File: src/rtl/seq_pkg.sv
// Shared types for the datapath sequencer: opcodes, FSM states, ALU op codes and decoded controls.
package seq_pkg;

    typedef enum logic [3:0] {
        OP_R    = 4'h0,
        OP_LW   = 4'h4,
        OP_SW   = 4'h5,
        OP_ADDI = 4'h6,
        OP_LI   = 4'h7,
        OP_BEQ  = 4'h8
    } opcode_e;

    typedef enum logic [2:0] {
        S_IDLE   = 3'd0,
        S_DECODE = 3'd1,
        S_EXEC   = 3'd2,
        S_MEM    = 3'd3,
        S_WB     = 3'd4
    } state_e;

    localparam logic [3:0] ALU_ADD = 4'h0;
    localparam logic [3:0] ALU_SUB = 4'h1;
    localparam logic [3:0] ALU_BEQ = 4'hA;

    typedef struct packed {
        logic        legal;
        logic        writes_reg;
        logic        uses_mem;
        logic        is_store;
        logic        is_branch;
        logic        ovf_class;
        logic        alu_src1;
        logic        alu_src2;
        logic        mem_to_reg;
        logic [3:0]  alu_op;
        logic [2:0]  rd_addr1;
        logic [2:0]  rd_addr2;
        logic [2:0]  wr_addr;
        logic [15:0] imm;
    } ctrl_t;

    // Only add/subtract can raise a meaningful overflow.
    function automatic logic is_add_class(input logic [3:0] op);
        return (op == ALU_ADD) || (op == ALU_SUB);
    endfunction

endpackage

File: src/rtl/seq_decoder.sv
// Combinational instruction decoder: 16-bit IR word -> ctrl_t bundle.
module seq_decoder
    import seq_pkg::*;
#(
    parameter int IMM_W = 6
) (
    input  logic [15:0] ir_i,
    output ctrl_t       ctrl_o
);

    logic [15:0] imm_ext;

    assign imm_ext = {{(16-IMM_W){ir_i[IMM_W-1]}}, ir_i[IMM_W-1:0]};

    always_comb begin
        ctrl_o          = '0;
        ctrl_o.legal    = 1'b1;
        ctrl_o.rd_addr1 = ir_i[11:9];
        ctrl_o.rd_addr2 = ir_i[8:6];
        ctrl_o.wr_addr  = ir_i[8:6];
        ctrl_o.imm      = imm_ext;
        ctrl_o.alu_op   = ALU_ADD;
        case (ir_i[15:12])
            OP_R: begin
                ctrl_o.alu_op     = {1'b0, ir_i[2:0]};
                ctrl_o.wr_addr    = ir_i[5:3];
                ctrl_o.writes_reg = 1'b1;
                ctrl_o.ovf_class  = is_add_class({1'b0, ir_i[2:0]});
            end
            OP_ADDI: begin
                ctrl_o.alu_src2   = 1'b1;
                ctrl_o.writes_reg = 1'b1;
                ctrl_o.ovf_class  = 1'b1;
            end
            OP_LI: begin
                ctrl_o.alu_src1   = 1'b1;
                ctrl_o.alu_src2   = 1'b1;
                ctrl_o.writes_reg = 1'b1;
            end
            OP_LW: begin
                ctrl_o.alu_src2   = 1'b1;
                ctrl_o.mem_to_reg = 1'b1;
                ctrl_o.writes_reg = 1'b1;
                ctrl_o.uses_mem   = 1'b1;
            end
            OP_SW: begin
                ctrl_o.alu_src2 = 1'b1;
                ctrl_o.uses_mem = 1'b1;
                ctrl_o.is_store = 1'b1;
            end
            OP_BEQ: begin
                ctrl_o.alu_op    = ALU_BEQ;
                ctrl_o.is_branch = 1'b1;
            end
            default: begin
                // Undefined opcode: drive nothing onto the datapath.
                ctrl_o = '0;
            end
        endcase
    end

endmodule

File: src/rtl/datapath_sequencer.sv
// Multi-cycle control FSM for the regfile/ALU/data-memory datapath.
// Build option SEQ_OVF_TRAP_EN: ALU overflow on an add-class op halts the sequencer.
module datapath_sequencer
    import seq_pkg::*;
#(
    parameter int IMM_W = 6
) (
    input  logic        clk,
    input  logic        reset,
    input  logic        instr_valid,
    input  logic [15:0] instr,
    output logic        instr_ready,
    input  logic        alu_ovf,
    input  logic        alu_take_branch,
    output logic [2:0]  rd_addr1,
    output logic [2:0]  rd_addr2,
    output logic [2:0]  wr_addr,
    output logic [15:0] imm_out,
    output logic [3:0]  alu_op,
    output logic        alu_src1,
    output logic        alu_src2,
    output logic        mem_write,
    output logic        mem_to_reg,
    output logic        reg_write,
    output logic        done,
    output logic        branch_taken,
    output logic        illegal,
    output logic        ovf_ctrl,
    output state_e      state_dbg
);

`ifdef SEQ_OVF_TRAP_EN
    localparam logic TRAP_EN = 1'b1;
`else
    localparam logic TRAP_EN = 1'b0;
`endif

    // Handshake: an instruction transfers on a rising edge where instr_valid
    // and instr_ready are both high; instr_ready is only ever high in IDLE.

    state_e      state_q;
    logic [15:0] ir_q, ir_d;
    ctrl_t       ctrl_q, ctrl_d;
    logic        ready_q;
    logic        reg_write_q;
    logic        mem_write_q;
    logic        done_q;
    logic        illegal_q;
    logic        ovf_pulse_q;
    logic        halt_q;
    logic        accept;
    logic        ovf_hit;

    assign accept  = (state_q == S_IDLE) && instr_valid && ready_q;
    assign ir_d    = accept ? instr : ir_q;
    assign ovf_hit = alu_ovf && ctrl_q.ovf_class;

    // Decode the word being captured so controls are registered on entry to DECODE.
    seq_decoder #(.IMM_W(IMM_W)) u_decoder (
        .ir_i   (ir_d),
        .ctrl_o (ctrl_d)
    );

    always_ff @(posedge clk) begin
        if (reset) begin
            state_q     <= S_IDLE;
            ir_q        <= '0;
            ctrl_q      <= '0;
            ready_q     <= 1'b0;
            reg_write_q <= 1'b0;
            mem_write_q <= 1'b0;
            done_q      <= 1'b0;
            illegal_q   <= 1'b0;
            ovf_pulse_q <= 1'b0;
            halt_q      <= 1'b0;
        end else begin
            ready_q     <= 1'b0;
            reg_write_q <= 1'b0;
            mem_write_q <= 1'b0;
            done_q      <= 1'b0;
            illegal_q   <= 1'b0;
            ovf_pulse_q <= 1'b0;
            case (state_q)
                S_IDLE: begin
                    if (accept) begin
                        ir_q      <= ir_d;
                        ctrl_q    <= ctrl_d;
                        state_q   <= S_DECODE;
                        done_q    <= !ctrl_d.legal;
                        illegal_q <= !ctrl_d.legal;
                    end else begin
                        ready_q <= !halt_q;
                    end
                end
                S_DECODE: begin
                    if (!ctrl_q.legal) begin
                        state_q <= S_IDLE;
                        ready_q <= !halt_q;
                    end else begin
                        state_q <= S_EXEC;
                        done_q  <= ctrl_q.is_branch;
                    end
                end
                S_EXEC: begin
                    if (ctrl_q.is_branch) begin
                        state_q <= S_IDLE;
                        ready_q <= !halt_q;
                    end else if (ctrl_q.uses_mem) begin
                        state_q     <= S_MEM;
                        mem_write_q <= ctrl_q.is_store;
                        done_q      <= ctrl_q.is_store;
                    end else begin
                        // Overflow is judged here, on the EXEC -> WB edge.
                        state_q     <= S_WB;
                        done_q      <= 1'b1;
                        reg_write_q <= ctrl_q.writes_reg && !(TRAP_EN && ovf_hit);
                        ovf_pulse_q <= ovf_hit;
                        halt_q      <= halt_q || (TRAP_EN && ovf_hit);
                    end
                end
                S_MEM: begin
                    if (ctrl_q.is_store) begin
                        state_q <= S_IDLE;
                        ready_q <= !halt_q;
                    end else begin
                        state_q     <= S_WB;
                        reg_write_q <= 1'b1;
                        done_q      <= 1'b1;
                    end
                end
                S_WB: begin
                    state_q <= S_IDLE;
                    ready_q <= !halt_q;
                end
                default: begin
                    state_q <= S_IDLE;
                end
            endcase
        end
    end

    // Write strobes are masked by reset so an abandoned instruction never commits.
    assign reg_write    = reg_write_q && !reset;
    assign mem_write    = mem_write_q && !reset;
    assign instr_ready  = ready_q;
    assign done         = done_q;
    assign illegal      = illegal_q;
    assign branch_taken = done_q && ctrl_q.is_branch && alu_take_branch;
    assign ovf_ctrl     = ovf_pulse_q || halt_q;
    assign rd_addr1     = ctrl_q.rd_addr1;
    assign rd_addr2     = ctrl_q.rd_addr2;
    assign wr_addr      = ctrl_q.wr_addr;
    assign imm_out      = ctrl_q.imm;
    assign alu_op       = ctrl_q.alu_op;
    assign alu_src1     = ctrl_q.alu_src1;
    assign alu_src2     = ctrl_q.alu_src2;
    assign mem_to_reg   = ctrl_q.mem_to_reg;
    assign state_dbg    = state_q;

endmodule

File: config.mk
export PLATFORM = sky130hd
export DESIGN_NAME = datapath_sequencer
export DESIGN_NICKNAME = d
export VERILOG_FILES = /design/src/rtl/seq_pkg.sv /design/src/rtl/seq_decoder.sv /design/src/rtl/datapath_sequencer.sv
export SDC_FILE = /design/constraint.sdc
export NUM_CORES = 1
export LEC_CHECK = 0
export BUFFER_PORTS_ARGS = -buffer_cell sky130_fd_sc_hd__clkbuf_2
export CAP_MARGIN = 25
export CORE_UTILIZATION = 53
export CTS_BUF_LIST = sky130_fd_sc_hd__clkbuf_16
export CTS_CLUSTER_DIAMETER = 80
export DETAILED_ROUTE_END_ITERATION = 10
export GPL_TIMING_DRIVEN = 0
export PLACE_DENSITY = 0.94
export SLEW_MARGIN = 40
export SYNTH_ARGS = -nofsm -noshare
export SYNTH_HDL_FRONTEND = slang
export SYNTH_SLANG_ARGS = --single-unit
File: constraint.sdc
create_clock -name clk -period 2.85 [get_ports clk]
set_clock_uncertainty 0.05 [all_clocks]
set_input_delay 0.57 -clock clk [delete_from_list [all_inputs] [get_ports clk]]
set_output_delay 0.57 -clock clk [all_outputs]
set_load 0.02 [all_outputs]
==> results.py, run 1 <==
metrics = {
    "status": {
        "status": "finished clean",
    },
    "clocking": {
        "cts.path.max_buffers": 2,
        "cts_setup_buffers": 0,
        "htreeDepth": 2,
        "cts_inserted_buffers": 5,
        "cts-resized-gates": 0,
        "cts_tree": "done",
        "cts.clk_slew.worst_paths_ps": 50,
        "cts_sinks": 37,
        "insertion_delay_ps": 280,
        "root_buffer": "clkbuf_16",
        "cts_hold_buf": 0,
    },
    "synthesis": {
        "synth.cell_area_um2": 1910,
        "seq_area_frac_synth_pct": 38.7,
        "yosys_warnings": 0,
        "avgSynthCellArea_um2": 8.35,
        "synthXorXnorAreaFrac_pct": 0,
        "synth_top_area_share_pct": 38.7,
        "ys_seq_elements": 37,
        "synth_nets": 250,
        "synth_cell_type_count": 37,
        "synth_compound_area_share_pct": 26.1,
        "syn_inst": 229,
        "yosysTopAreaCell": "dfxtp_1",
        "synth_mux_area_share_pct": 1.77,
        "synthAdderAreaFrac_pct": 0,
        "synth_top_family_by_area": "compound AO/OA/AOI/OAI gates",
        "yosys.area_share.simple_pct": 14.4,
        "synth_area_leaders": "dfxtp_1 39%, buf_4 11%, a21oi_1 7.1%",
    },
    "floorplanning": {
        "start_util_pct": 56.4,
        "ios": 63,
        "die_y_um": 62.1,
        "rows": 21,
        "die_w_um": 62.1,
        "dieArea_um2": 3850,
        "core_area_um2": 3390,
    },
    "power_and_ir_drop": {
        "p_comb_share_pct": 14.7,
        "p_sw_uw": 313,
        "p_seq_share_pct": 44.2,
        "power_frac_clock_pct": 41.1,
        "p_int_uw": 914,
        "irDropWorstVdd_mv": 0.354,
        "switching_share_pct": 25.5,
        "p_leak_uw": 0.00101,
        "pwr_density_cell_nw_per_um2": 511,
    },
    "place": {
        "routabilityCongestion": 0.924,
        "dp_hpwl_um": 3480,
        "placed_cell_area_um2": 2270,
        "dp_slack_ps": 646,
        "portBuffers": 60,
    },
    "global_route": {
        "antenna_found_initial": 0,
        "grt_pass1_wl_um": 7480,
        "grtUsageTotal_pct": 27.4,
        "grt_pass1_vias": 1578,
        "grt_max_degree": 13,
        "grt-ovfl-total": 0,
    },
    "cells_and_area": {
        "multi_input_area_um2": 808,
        "syn_to_final_growth_pct": 25.7,
        "n_fill_cell": 277,
        "final_area_um2": 2400,
        "nets": 317,
        "final_core_util_pct": 70.9,
        "drive_gt1_share_pct": 35.5,
        "seq_area_um2": 741,
        "n_antenna_cell": 0,
    },
    "critical_path": {
        "cp-start-kind": "input port",
        "path_class": "in -> out",
        "cp.arrival_ps": 1600,
        "endpoint_kind": "output port",
        "critical_path_peak_fanout": 10,
        "required_ps": 2230,
    },
    "sta": {
        "timing.final.crit_share_pct": 77.8,
        "fmax_mhz": 451,
        "worstMarginPinSlew_ps": 637,
        "period_needed_ps": 2220,
        "tns_ps": 0,
        "holdWs_ps": 388,
        "finalSetupViolations": 0,
        "slew_viol_final": 0,
        "layout_setup_ws_ps": 634,
        "timing_hold_violations_final": 0,
        "slew_headroom_pct": 57.3,
        "rsz0062_at_grt": "false",
    },
    "route": {
        "routedWlPerCell_um": 14.2,
        "first_iter_violations": 106,
        "drcViolationCount": 0,
        "first_pass_iters": 5,
        "via_count": 1889,
        "ant_nets": 0,
        "vias_per_cell": 5.52,
        "drt-total-wl_um": 4870,
    },
    "job": {
        "max_cap_violations": 0,
    },
    "worst_hold_path": {
        "hold_class": "reg -> reg",
    },
}
-- final timing paths --
path | startpoint | endpoint | slack (ps) | cells past startpoint
setup / recovery | reset | mem_write | 630 | 4
hold / removal | ctrl_q[32] | ovf_pulse_q | 390 | 2
setup reg to reg | state_dbg[0] | imm_out[2] | 830 | 5
hold reg to reg | ctrl_q[32] | ovf_pulse_q | 390 | 2
-- synthesized netlist by cell type --
cell,instances
nand2_1,5
a32oi_1,1
buf_6,1
nor4_1,1
nand3b_1,3
o2111ai_1,13
a311oi_2,1
a21o_1,1
a31o_2,1
or3_4,1
o32ai_1,4
nor3_2,1
mux2_2,3
and3b_1,1
buf_1,1
clkbuf_1,25
o211ai_1,1
nand3_1,2
a211oi_1,3
o31ai_1,1
nor3_1,3
nand4_1,5
nand2b_1,3
nor3b_1,2
inv_1,7
and2_1,3
a21oi_1,27
and3_1,1
buf_4,29
a22oi_1,3
nor4b_1,2
dfxtp_1,37
nor2b_1,5
buf_2,2
nor2_1,6
o21ai_0,23
or4_4,1
-- power groups by stage --
stage | sequential (uW) | clock (uW) | combinational [uW]
6_report | 542 | 504 | 180
5_1_grt | 544 | 530 | 196
4_1_cts | 542 | 505 | 178
3_5_place_dp | 552 | 0 | 176
3_3_place_gp | 552 | 0 | 172
2_1_floorplan | 555 | 0 | 115
-- cells by family after synthesis --
| family | after synthesis |
|---|---|
| AO/OA/AOI/OAI | 79 |
| flip-flops | 37 |
| buffers and inverters | 65 |
| multiplexers | 3 |
| AND/OR/NAND/NOR | 45 |
-- metrics by stage --
step	power, uW	instances
floorplan	671	229
global placement	724	335
detailed placement	728	335
CTS	1230	342
global route	1270	342
finish	1230	342
-- area by class of cell --
class                           count  area share (%)
Tap cell                           46            2.40
Buffer                             58            14.0
Timing Repair Buffer               60            12.5
Sequential cell                    37            30.8
Multi-Input combinational cell    127            33.6
Clock inverter                      2           0.313
Inverter                            7            1.09
Clock buffer                        5            5.21
-- routing by layer --
layer  wire (um)  vias up  share of wire, %  track usage [%]
met5           0        -                 0                0
met4          53        0               1.1             8.25
met3         329        5               6.8             6.42
met2        2450       83                50             45.6
met1        2040      873                42             35.1
li1            -      928                 -                -
-- placed cells by master (no fill, tap or decap), types with 2 or more instances in the layout --
cell type,instances
o21ai_0,23
o2111ai_1,13
and2_1,3
clkbuf_1,25
nor3_1,3
o32ai_1,4
clkbuf_16,5
buf_2,2
nor3b_1,2
mux2_2,3
clkbuf_2,60
a211oi_1,3
nor2b_1,5
nand2b_1,3
inv_1,8
nand3b_1,3
nand2_1,5
nand3_1,2
dfxtp_1,37
a21oi_1,27
buf_4,29
nor4b_1,2
a22oi_1,3
nor2_1,6
nand4_1,5
-- worst max-delay path, stage by stage --
cell and delay (ps):
clkbuf_1 320, clkbuf_1 440, nor2b_1 100, clkbuf_2 170
Power figures use the tool's default switching activity.
==> run 2: changes to the inputs <==
--- a/config.mk
+++ b/config.mk
@@ -7,12 +7,12 @@
 export LEC_CHECK = 0
 export BUFFER_PORTS_ARGS = -buffer_cell sky130_fd_sc_hd__clkbuf_2
 export CAP_MARGIN = 25
-export CORE_UTILIZATION = 53
+export CORE_UTILIZATION = 44
 export CTS_BUF_LIST = sky130_fd_sc_hd__clkbuf_16
 export CTS_CLUSTER_DIAMETER = 80
 export DETAILED_ROUTE_END_ITERATION = 10
 export GPL_TIMING_DRIVEN = 0
-export PLACE_DENSITY = 0.94
+export PLACE_DENSITY = 0.85
 export SLEW_MARGIN = 40
 export SYNTH_ARGS = -nofsm -noshare
 export SYNTH_HDL_FRONTEND = slang
==> constraint.sdc (replaced) <==
create_clock -name clk -period 1.8 [get_ports clk]
set_clock_uncertainty 0.05 [all_clocks]
set_input_delay 0.36 -clock clk [delete_from_list [all_inputs] [get_ports clk]]
set_output_delay 0.36 -clock clk [all_outputs]
set_load 0.02 [all_outputs]
==> run 2 against run 1 <==
- the run now ends with setup timing left
- power is 73% higher
- sequential share of layout area is 0.81 points lower
- first-iteration DRC count rose by 24%
- die area rose by 20%
- routed wire length decreased by 0.66%
- via count decreased by 0.32%
- final cell count increased by 1.8%
- register-to-register slack worse by 840 ps
- critical endpoint is now done
==> results.py, run 2 (synthesized netlist as in run 1, its figures left out) <==
metrics = {
    "status": {
        "status": "finished with violations",
        "failed_checks": "setup timing",
    },
    "route": {
        "routedWlPerCell_um": 13.9,
        "ant_nets": 0,
        "first_pass_iters": 4,
        "drt-total-wl_um": 4840,
        "drcViolationCount": 0,
        "via_count": 1883,
        "vias_per_cell": 5.41,
        "first_iter_violations": 131,
    },
    "floorplanning": {
        "die_w_um": 67.9,
        "rows": 23,
        "core_area_um2": 4090,
        "die_y_um": 67.9,
        "dieArea_um2": 4610,
        "ios": 63,
        "start_util_pct": 46.8,
    },
    "clocking": {
        "cts_tree": "done",
        "cts.path.max_buffers": 2,
        "cts.clk_slew.worst_paths_ps": 60,
        "root_buffer": "clkbuf_16",
        "cts_sinks": 37,
        "insertion_delay_ps": 280,
        "cts_inserted_buffers": 5,
        "htreeDepth": 2,
    },
    "place": {
        "portBuffers": 60,
        "dp_hpwl_um": 3450,
        "placed_cell_area_um2": 2280,
        "routabilityCongestion": 0.839,
        "dp_slack_ps": -163,
    },
    "critical_path": {
        "required_ps": 1940,
        "r2r_slack_ps": -10,
        "endpoint_kind": "flop",
        "cp-start-kind": "flop",
        "path_class": "reg -> reg",
        "critical_path_peak_fanout": 9,
        "cp.arrival_ps": 1950,
    },
    "cells_and_area": {
        "nets": 318,
        "final_core_util_pct": 60.7,
        "final_area_um2": 2480,
        "syn_to_final_growth_pct": 29.7,
        "drive_gt1_share_pct": 38.9,
        "n_antenna_cell": 0,
        "final_common_cell": "clkbuf_2",
        "final_cell_mix": "65 x clkbuf_2, 36 x dfxtp_1, 30 x buf_4",
    },
    "job": {
        "max_cap_violations": 0,
    },
    "global_route": {
        "grt_max_degree": 13,
        "grt_pass1_wl_um": 7370,
        "grt_pass1_vias": 1632,
        "grt-ovfl-total": 0,
        "antenna_found_initial": 0,
        "grtUsageTotal_pct": 21.9,
    },
    "sta": {
        "period_needed_ps": 1810,
        "fmax_mhz": 552,
        "slew_viol_final": 0,
        "slew_headroom_pct": 66.4,
        "timing_hold_violations_final": 0,
        "timing.final.crit_share_pct": 101,
        "finalSetupViolations": 1,
        "tns_ps": -12.5,
        "worstMarginPinSlew_ps": 503,
        "rsz0062_at_grt": "true",
        "layout_setup_ws_ps": -12.5,
    },
    "power_and_ir_drop": {
        "irDropWorstVdd_mv": 0.470,
        "p_leak_uw": 0.00105,
        "pwr_density_cell_nw_per_um2": 854,
    },
    "worst_hold_path": {
        "hold_class": "in -> reg",
    },
}
==> run 2: critical path: stages (launching register included) <==
cell	delay (ps)
dfxtp_4	380
or3_4	360
buf_6	140
or4_4	560
a311oi_2	230
==> run 2: layer usage <==
metal,routed length [um],track usage (%),up-vias,part of all wire [%]
met5,0,0,-,0
met4,84,9.64,0,1.7
met3,345,6.00,11,7.1
met2,2310,35.5,80,48
met1,2100,27.1,860,43
li1,-,-,932,-
==> run 2: area by class of cell <==
cell class	instances	area, um^2
Timing Repair Buffer	61	308
Buffer	58	344
Sequential cell	37	744
Clock inverter	3	37.5
Fill cell	360	1610
Inverter	7	26.3
Tap cell	50	62.6
Multi-Input combinational cell	127	832
Clock buffer	5	125
==> run 2: final timing paths <==
check | start | end | cells after the start
worst max-delay path | state_dbg[2] | done | 4
worst min-delay path | alu_ovf | ovf_pulse_q | 3
worst min register to register | ctrl_q[32] | ovf_pulse_q | 2
worst max register to register | state_dbg[2] | done | 4
==> run 2: metrics by stage <==
step / cells / power [uW] / hold WS (ps)
3_5_place_dp: 339 / 1150 / 397
3_3_place_gp: 339 / 1150 / 385
2_1_floorplan: 229 / 1060 / 361
6_report: 348 / 2120 / 253
5_1_grt: 348 / 2190 / 263
4_1_cts: 347 / 2110 / 254
==> run 2: power breakdown <==
group          internal, uW  switching (uW)  leakage (uW)
clock                   643             326     0.0000826
sequential              841            14.2      0.000301
combinational           116             178      0.000669
total                  1600             519       0.00105
==> run 2: repair_timing <==
| action | in CTS | in global routing |
|---|---|---|
| buffers inserted | 0 | 1 |
| pin swaps | 1 | 1 |
| hold buffers | 0 | 0 |
| gates cloned | 0 | 0 |
| endpoints found under the setup margin | 24 | 32 |
| gates resized for setup | 2 | 16 |
